### src/rtl/fp_add_pkg.sv
// Shared types and constants for the floating-point adder sequencer.
// State encoding plus default datapath widths.
package fp_add_pkg;

  localparam int EXP_W     = 8;
  localparam int MANT_W    = 24;
  localparam int CNT_W     = 5;
  localparam int MAX_SHIFT = MANT_W + 1;
  localparam int EXP_MAX   = 2**EXP_W - 1;

  typedef enum logic [2:0] {
    IDLE,
    LOAD,
    ALIGN,
    ADD,
    NORM,
    FIN
  } state_t;

endpackage

### src/rtl/fp_exp_compare.sv
// Exponent comparator: operand swap, larger exponent and clamped alignment shift.
// Purely combinational; no backpressure.
module fp_exp_compare
  import fp_add_pkg::*;
#(
  parameter int EXP_W  = fp_add_pkg::EXP_W,
  parameter int MANT_W = fp_add_pkg::MANT_W,
  parameter int CNT_W  = fp_add_pkg::CNT_W
) (
  input  logic [EXP_W-1:0] exp_a,
  input  logic [EXP_W-1:0] exp_b,
  output logic             swap,
  output logic [EXP_W-1:0] exp_max,
  output logic [CNT_W-1:0] shift_amt
);

  localparam logic [EXP_W-1:0] SHIFT_CAP = EXP_W'(MANT_W + 1);

  logic [EXP_W-1:0] diff;

  assign swap    = exp_b > exp_a;
  assign exp_max = swap ? exp_b : exp_a;
  assign diff    = swap ? (exp_b - exp_a) : (exp_a - exp_b);

  // Shifting past the full mantissa plus guard position flushes the operand,
  // so anything larger saturates to that amount.
  assign shift_amt = (diff > SHIFT_CAP) ? CNT_W'(MANT_W + 1) : diff[CNT_W-1:0];

endmodule

### src/rtl/fp_add_sequencer.sv
// Control FSM for the FP adder: align, add, normalize, exponent tracking.
// Latency 5 + shifts + left-normalizations; start ignored while busy. Option: STICKY_BIT_EN.
module fp_add_sequencer
  import fp_add_pkg::*;
#(
  parameter int EXP_W  = fp_add_pkg::EXP_W,
  parameter int MANT_W = fp_add_pkg::MANT_W,
  parameter int CNT_W  = fp_add_pkg::CNT_W
) (
  input  logic             clk,
  input  logic             rst_n,
  input  logic             start,
  input  logic [EXP_W-1:0] exp_a,
  input  logic [EXP_W-1:0] exp_b,
  input  logic             cnt_zero,
  input  logic             shifted_out_bit,
  input  logic             mant_carry,
  input  logic             mant_msb,
  input  logic             mant_zero,
  output logic             cnt_load,
  output logic [CNT_W-1:0] cnt_value,
  output logic             swap,
  output logic             align_shift,
  output logic             add_en,
  output logic             norm_right,
  output logic             norm_left,
  output logic [EXP_W-1:0] exp_res,
  output logic             sticky,
  output logic             busy,
  output logic             done,
  output logic             ovf,
  output logic             unf
);

  localparam logic [EXP_W-1:0] EXP_ALL1 = '1;
  localparam logic [EXP_W-1:0] EXP_SATM = EXP_ALL1 - EXP_W'(1);
  localparam logic [EXP_W-1:0] EXP_ONE  = EXP_W'(1);

  state_t           state_q, state_d;
  logic             swap_q;
  logic [CNT_W-1:0] shift_q;
  logic [EXP_W-1:0] exp_q, exp_d;
  logic             ovf_q, ovf_d, unf_q, unf_d;
  logic             cmp_swap;
  logic [EXP_W-1:0] cmp_max;
  logic [CNT_W-1:0] cmp_shift;
  logic             accept;

  fp_exp_compare #(
    .EXP_W (EXP_W),
    .MANT_W(MANT_W),
    .CNT_W (CNT_W)
  ) u_cmp (
    .exp_a    (exp_a),
    .exp_b    (exp_b),
    .swap     (cmp_swap),
    .exp_max  (cmp_max),
    .shift_amt(cmp_shift)
  );

  assign accept = (state_q == IDLE) && start;

  always_ff @(posedge clk or negedge rst_n) begin
    if (!rst_n) begin
      state_q <= IDLE;
      swap_q  <= 1'b0;
      shift_q <= '0;
      exp_q   <= '0;
      ovf_q   <= 1'b0;
      unf_q   <= 1'b0;
    end else begin
      state_q <= state_d;
      exp_q   <= exp_d;
      ovf_q   <= ovf_d;
      unf_q   <= unf_d;
      if (accept) begin
        swap_q  <= cmp_swap;
        shift_q <= cmp_shift;
      end
    end
  end

  always_comb begin
    state_d     = state_q;
    exp_d       = exp_q;
    ovf_d       = ovf_q;
    unf_d       = unf_q;
    cnt_load    = 1'b0;
    align_shift = 1'b0;
    add_en      = 1'b0;
    norm_right  = 1'b0;
    norm_left   = 1'b0;
    done        = 1'b0;
    case (state_q)
      IDLE: begin
        if (start) begin
          state_d = LOAD;
          exp_d   = cmp_max;
          ovf_d   = 1'b0;
          unf_d   = 1'b0;
        end
      end
      LOAD: begin
        cnt_load = 1'b1;
        state_d  = ALIGN;
      end
      ALIGN: begin
        if (!cnt_zero) align_shift = 1'b1;
        else           state_d     = ADD;
      end
      ADD: begin
        add_en  = 1'b1;
        state_d = NORM;
      end
      NORM: begin
        if (mant_zero) begin
          exp_d   = '0;
          unf_d   = 1'b0;
          state_d = FIN;
        end else if (mant_carry) begin
          norm_right = 1'b1;
          if (exp_q == EXP_SATM) begin
            exp_d = EXP_ALL1;
            ovf_d = 1'b1;
          end else begin
            exp_d = exp_q + EXP_ONE;
          end
          state_d = FIN;
        end else if (!mant_msb && (exp_q > EXP_ONE)) begin
          norm_left = 1'b1;
          exp_d     = exp_q - EXP_ONE;
        end else if (!mant_msb) begin
          // Cannot shift left without going subnormal: flush to zero.
          unf_d   = 1'b1;
          exp_d   = '0;
          state_d = FIN;
        end else begin
          state_d = FIN;
        end
      end
      FIN: begin
        done    = 1'b1;
        state_d = IDLE;
      end
      default: state_d = IDLE;
    endcase
  end

  assign cnt_value = (state_q == LOAD) ? shift_q : '0;
  assign swap      = swap_q;
  assign exp_res   = exp_q;
  assign ovf       = ovf_q;
  assign unf       = unf_q;
  assign busy      = (state_q != IDLE);

`ifdef STICKY_BIT_EN
  logic sticky_q;

  always_ff @(posedge clk or negedge rst_n) begin
    if (!rst_n)                           sticky_q <= 1'b0;
    else if (accept)                      sticky_q <= 1'b0;
    else if (align_shift && shifted_out_bit) sticky_q <= 1'b1;
  end

  assign sticky = sticky_q;
`else
  logic unused_shifted_out_bit;
  assign unused_shifted_out_bit = shifted_out_bit;
  assign sticky = 1'b0;
`endif

endmodule

### config.mk
export PLATFORM = sky130hd
export DESIGN_NAME = fp_add_sequencer
export DESIGN_NICKNAME = d
export VERILOG_FILES = /design/src/rtl/fp_add_pkg.sv /design/src/rtl/fp_exp_compare.sv /design/src/rtl/fp_add_sequencer.sv
export SDC_FILE = /design/constraint.sdc
export NUM_CORES = 1
export LEC_CHECK = 0
export BUFFER_PORTS_ARGS = -buffer_cell sky130_fd_sc_hd__buf_2
export CAP_MARGIN = 20
export CORE_MARGIN = 4
export CORE_UTILIZATION = 55
export CTS_CLUSTER_DIAMETER = 120
export DETAILED_ROUTE_END_ITERATION = 10
export HOLD_SLACK_MARGIN = 0.03
export PLACE_DENSITY = 0.8
export SLEW_MARGIN = 10
export SYNTH_ARGS = -nofsm -noshare
export SYNTH_HDL_FRONTEND = slang
export SYNTH_HIERARCHICAL = 1
export SYNTH_SLANG_ARGS = --single-unit
### constraint.sdc
create_clock -name clk -period 2.18 [get_ports clk]
set_clock_uncertainty 0.05 [all_clocks]
set_input_delay 0.436 -clock clk [delete_from_list [all_inputs] [get_ports clk]]
set_output_delay 0.436 -clock clk [all_outputs]
set_load 0.005 [all_outputs]
-- Yosys cells after proc, flatten, opt, wreduce, memory -nomap -nowiden
Cells that the tools add are included.
- bits in registers: 19
- bits in latches: 0
- memory bits (writable): 0
- ROM bits: 0
- input bits: 24
- memories: 0
- $add $sub $neg: 4
- multiply operators: 0
- div/mod/pow operators: 0
- $lt $le $gt $ge: 3
- eq/ne operators: 16
- shifts and indexed selects: 0
- mux-type cells: 39
- bitwise gates (word level): 0
- reduce and logical (&&, ||, !) cells: 10
- operators with widths (kind ; count):
    8-bit 2-to-1 mux ; 8
    1-bit 2-to-1 mux ; 20
    8-bit case mux with 2 select lines ; 1
    8-bit subtractor ; 2
    3-bit 2-to-1 mux ; 5
    3-bit case mux with 5 select lines ; 1
    5-bit 2-to-1 mux ; 2
    2-bit inequality test (second input constant) ; 5
    5-bit AND reduction ; 2
    3-bit inequality test (second input constant) ; 3
    8-bit by 1-bit adder with 8-bit output (second input constant) ; 1
    8-bit == test (second input constant) ; 1
    8-bit by 1-bit > comparator with 1-bit output (second input constant) ; 1
    8-bit by 5-bit > comparator with 1-bit output (second input constant) ; 1
    8-bit > comparator ; 1
    8-bit by 1-bit subtractor with 8-bit output (second input constant) ; 1
    3-bit by 2-bit == test with 1-bit output (second input constant) ; 2
    3-bit == test (second input constant) ; 2
    3-bit AND reduction ; 2
    5-bit inequality test (second input constant) ; 1
    4-bit inequality test (second input constant) ; 1
    1-bit case mux with 2 select lines ; 2
    3-bit by 1-bit == test with 1-bit output (second input constant) ; 1
    3-bit zero test ; 1
    other kinds (4) ; 5

-- Longest topological paths before layout
- word-level depth: 6
- mapped depth: 14
- mapped depth without buffers: 13

-- Cells and area by module
Netlist, hierarchy kept.
- modules (own cells, without submodules) (module ; instances ; cells each ; area an instance (um^2) ; sequential area each (um^2)):
    fp_add_sequencer ; 1 ; 152 ; 1401.3 ; 475.5
    fp_exp_compare ; 1 ; 139 ; 975.9 ; 0.0

-- Least setup slack after synthesis
Ideal clock, no wire load.
- path kind: in2reg
- start: input exp_b[0]
- end: register shift_q[0]
- arrival time: 2545 ps
- required time: 2005 ps
- slack: -540 ps
- stages: 12
- cells stage by stage: inv_1 -> ha_1 -> inv_1 -> fa_1 -> nand3_1 -> a21oi_1 -> o21ai_4 -> inv_4 -> o311a_2 -> nor3_4 -> o311ai_1 -> mux2_2
- longest elaborated chain between the ends: 4
- RTL lines (item ; RTL line ; text):
    start, declared ; fp_add_sequencer.sv:14 ; input logic [EXP_W-1:0] exp_b,
    8-bit subtractor / 8-bit > comparator (equally long branches) ; fp_exp_compare.sv:23, fp_exp_compare.sv:21 ;
    8-bit 2-to-1 mux (*) ; fp_exp_compare.sv:23 ; assign diff = swap ? (exp_b - exp_a) : (exp_a - exp_b);
    8-bit by 5-bit > comparator with 1-bit output ; fp_exp_compare.sv:27 ; assign shift_amt = (diff > SHIFT_CAP) ? CNT_W'(MANT_W + 1) : diff[CNT_W-1:0];
    5-bit 2-to-1 mux (*) ; fp_exp_compare.sv:27 ;
    net cmp_shift[0] ; fp_add_sequencer.sv:46 ; logic [CNT_W-1:0] cmp_shift;
    end signal, assigned ; fp_add_sequencer.sv:78 ; shift_q <= cmp_shift;
    end, declared ; fp_add_sequencer.sv:41 ; logic [CNT_W-1:0] shift_q;
The timed path passes the listed nets; every way through them passes the cells marked *.
A chain may end at the register's enable or synchronous reset.

-- Worst setup path after layout
- start: input exp_b[1]
- end: register shift_q[0]
Same word-level chain as after synthesis.

==> metrics.sh <==
PLACE.GP.CONGESTION=0.906
RUN_STATUS='finished, violations left'
NETLIST-CELL-TYPE-COUNT=66
ROWS=23
SYNTH_ENABLE_FLOP_CELLS=0
SHARE_OF_SYNTHESIZED_REGISTERS_CARRYING_AN_ASYNC_SET_OR_RESET_PCT=100
SLOWEST_STAGE='a221oi_4'
CLOCK_TREE_FROM_TRITONCTS='yes'
N_ANTENNA_CELL=0
FAILED_CHECKS='setup timing'
MAXCAP_VIOL_COUNT=0
GRT_START_MAX_NET_PINS=20
CRITICAL_PATH_PEAK_FANOUT=5
FIN_CELLS=442
SYN-MEAN-INSTANCE-AREA_UM2=8.17
FLOORPLAN.CORE_AREA_UM2=4090
POWERDENSITY_nW_PER_UM2=824
NUMBER_OF_ANTENNA_VIOLATIONS_AT_THE_FIRST_CHECK_IN_GLOBAL_ROUTING=0
WORST_PIN_SLEW_NS=0.540
SYN_INST=291
MULTI_INPUT_AREA_UM2=2100
TIMING.CRITICAL_PATH.CELLS='clkbuf_4 > inv_1 > buf_4 > ha_1 > a21oi_1 > nand2_2 > a221oi_4 > nor3b_4 > a311oi_4 > nor3_4 > o311ai_1 > mux2_4'
WORSTPATHARRIVAL_NS=2.77
LAYOUT_COMMONEST_CELL='buf_4'
CRITICAL_PATH_CLASS='in -> reg'
DRTPASS1ITERATIONS=5
POST_DRT_WL_PER_CELL_UM=20.8
DRT.ANTENNA.VIOLATING_NETS=0
IR_DROP_mV=0.837
CTSLONGESTPATHBUFFERS=2
NUM-FILL-CELLS=180
TIMING.FINAL.MAX_SLEW_VIOLATIONS=0
GRT_FIRST_PASS_WIRELENGTH_MM=11.3
CTS_BUFFERS=3
SYNTH-MAIN-FF-CELL='dfrtp_1'
CHIPWIDTH_UM=73.7
FINAL_CRITICAL_PATH_SETUP_SLACK_NS=-0.489
CRIT_PATH_END_KIND='flip-flop'
CLKSLEWWORSTSETUPHOLDPATHS_NS=0.07
START_UTIL_PCT=58.2
FINAL_CELL_MIX='buf_4, buf_2, nand2_1'
CTS_NUM_SINKS=19
NNETSFINAL=438
YOSYS_WARNINGS=6
YS_SEQ_ELEMENTS=19
NUMPLACEDINSTANCES=423
POST_CTS_HOLD_BUFFER_COUNT=0
DRIVE_GT1_SHARE_PCT=51.8
POST_SYNTHESIS_NET_COUNT=336
WIRELENGTH_MM=9.18
FMAX_MHz=375
WORST_PATH_LARGEST_CELL_DELAY_NS=0.36
STATIC-LEAKAGE-POWER_nW=1.72
TIMING.FINAL.SETUP_VIOLATIONS=14
MAX_SLEW_MARGIN_PCT=63.7
REQUIRED_NS=2.28
H-TREE-DEPTH=1
FLOORPLAN.DIE.HEIGHT_UM=73.7
FINAL_CORE_UTIL_PCT=89.9
CP_STARTPOINT_KIND='input port'
AREA_DELTA_SYNTH_FINAL_PCT=54.5
SEQUENTIAL_CELL_AREA_UM2=475
WORSTSKEWPAIRLATENCY_NS=0.26
CTS.ROOT.BUFFER_CELL='clkbuf_8'
FIRST_GLOBAL_VIAS=2489
DRTITER0DRC=297
FINALHOLDVIOLCOUNT=0
GRT_OVERFLOW=0
PORTION_OF_THE_POST_SYNTHESIS_AREA_USED_BY_SEQUENTIAL_ELEMENTS_PCT=20.0
IO_BUFFER_COUNT=45
VIA_COUNT=2813
HPWL_MM=5.38
GRT_SETUP_UNREPAIRED='true'
WORST_HOLD_PATH_TYPE='in -> async'
DIE_AREA_UM2=5440
DRC=0
MAPPEDNETLISTAREA_UM2=2380
GRT_UTIL_ALL_LAYERS_PCT=26.4
IO_COUNT=48
FIN_CRIT_NS=2.67
FINAL_MIN_PERIOD_OVER_CLOCK_PERIOD_PCT=122
POST_DRT_VIA_CELL_RATIO=6.36
[per-stage QoR]
| stage | setup WS [ns] | cell area, µm² | power [mW] | setup TNS [ns] | hold WS [ns] |
|---|---|---|---|---|---|
| floorplan | -0.393 | 2590 | 1.80 | -1.63 | 0.0904 |
| global placement | -0.648 | 3150 | 2.26 | -4.67 | 0.341 |
| detailed placement | -0.728 | 3150 | 2.34 | -5.61 | 0.346 |
| CTS | -0.403 | 3270 | 2.65 | -1.73 | 0.0678 |
| global route | -0.593 | 3670 | 3.19 | -4.23 | 0.0842 |
| finish | -0.489 | 3670 | 3.02 | -3.38 | 0.0547 |
[critical path, delay by kind of cell]
family,cells,cell delay [ns]
AO/OA/AOI/OAI,4,0.79
adder cells (fa/ha/maj),1,0.17
buffers and inverters,3,0.40
multiplexers,1,0.28
AND/OR/NAND/NOR,3,0.70
[report_power, final]
group,internal (mW),switching [mW]
Clock,0.128,0.128
Sequential,0.498,0.173
Combinational,1.00,1.10
[state kept, by name (all words and copies together), names as in the netlist]
signal,count
unf,1
ovf,1
exp_res,8
shift_q,5
state_q,3
swap,1
[cell type report]
class,instances,share of cell area (%)
clock inverters,1,0.136
repair buffers,113,23.2
multi-input cells,230,57.1
clock buffers,3,1.12
well taps,50,1.70
inverters,26,3.82
flip-flops and latches,19,12.9
[logic make-up after synthesis]
logic type                 synth area share (%)
AOI/OAI and AO/OA                          22.5
xor gates and xnor gates                   4.42
adders and majority gates                  11.7
buffers and inverters                      9.21
DFF                                        20.0
muxes                                      4.95
other                                     0.158
and+or+nand+nor                            27.1
[layer usage]
metal	GRT usage, %	vias up	wire, µm	share of wire (%)
met2	45.9	210	4400	48
met5	0	-	0	0
met1	34.5	1303	3430	37
li1	-	1238	-	-
met4	5.43	0	436	4.7
met3	3.83	62	916	10
[synthesized netlist by cell type (6+ instances only)]
| library cell | count | area (µm²) |
|---|---|---|
| nor2_1 | 15 | 56.3 |
| nor3_1 | 6 | 30.0 |
| xnor2_1 | 6 | 52.6 |
| o211ai_1 | 6 | 45.0 |
| a21o_1 | 8 | 60.1 |
| inv_1 | 25 | 93.8 |
| o21ai_0 | 15 | 75.1 |
| xor2_1 | 6 | 52.6 |
| buf_2 | 6 | 30.0 |
| a21oi_1 | 10 | 50.1 |
| ha_1 | 19 | 238 |
| nor3b_1 | 8 | 60.1 |
| and2_1 | 7 | 43.8 |
| mux2_2 | 6 | 67.6 |
| nand2_1 | 39 | 146 |
| dfrtp_1 | 19 | 475 |
[repair_timing]
| action | CTS | global route |
|---|---|---|
| pin swaps | 9 | 25 |
| gates cloned | 0 | 1 |
| endpoints found under the setup margin | 10 | 14 |
| buffers inserted | 1 | 13 |
| gates resized for setup | 18 | 68 |
[path summary, 6_finish.rpt]
path / to / startpoint / slack, ns / cells after the start
max: shift_q[0] / exp_b[1] / -0.49 / 12
min: state_q[1] / rst_n / 0.05 / 1
max reg2reg: exp_res[5] / exp_res[0] / -0.02 / 8
min reg2reg: shift_q[2] / shift_q[2] / 0.46 / 1
max in group asynchronous: exp_res[5] / rst_n / 1.72 / 1
min in group clk: state_q[0] / cnt_zero / 0.46 / 3
Power figures use the tool's default switching activity.
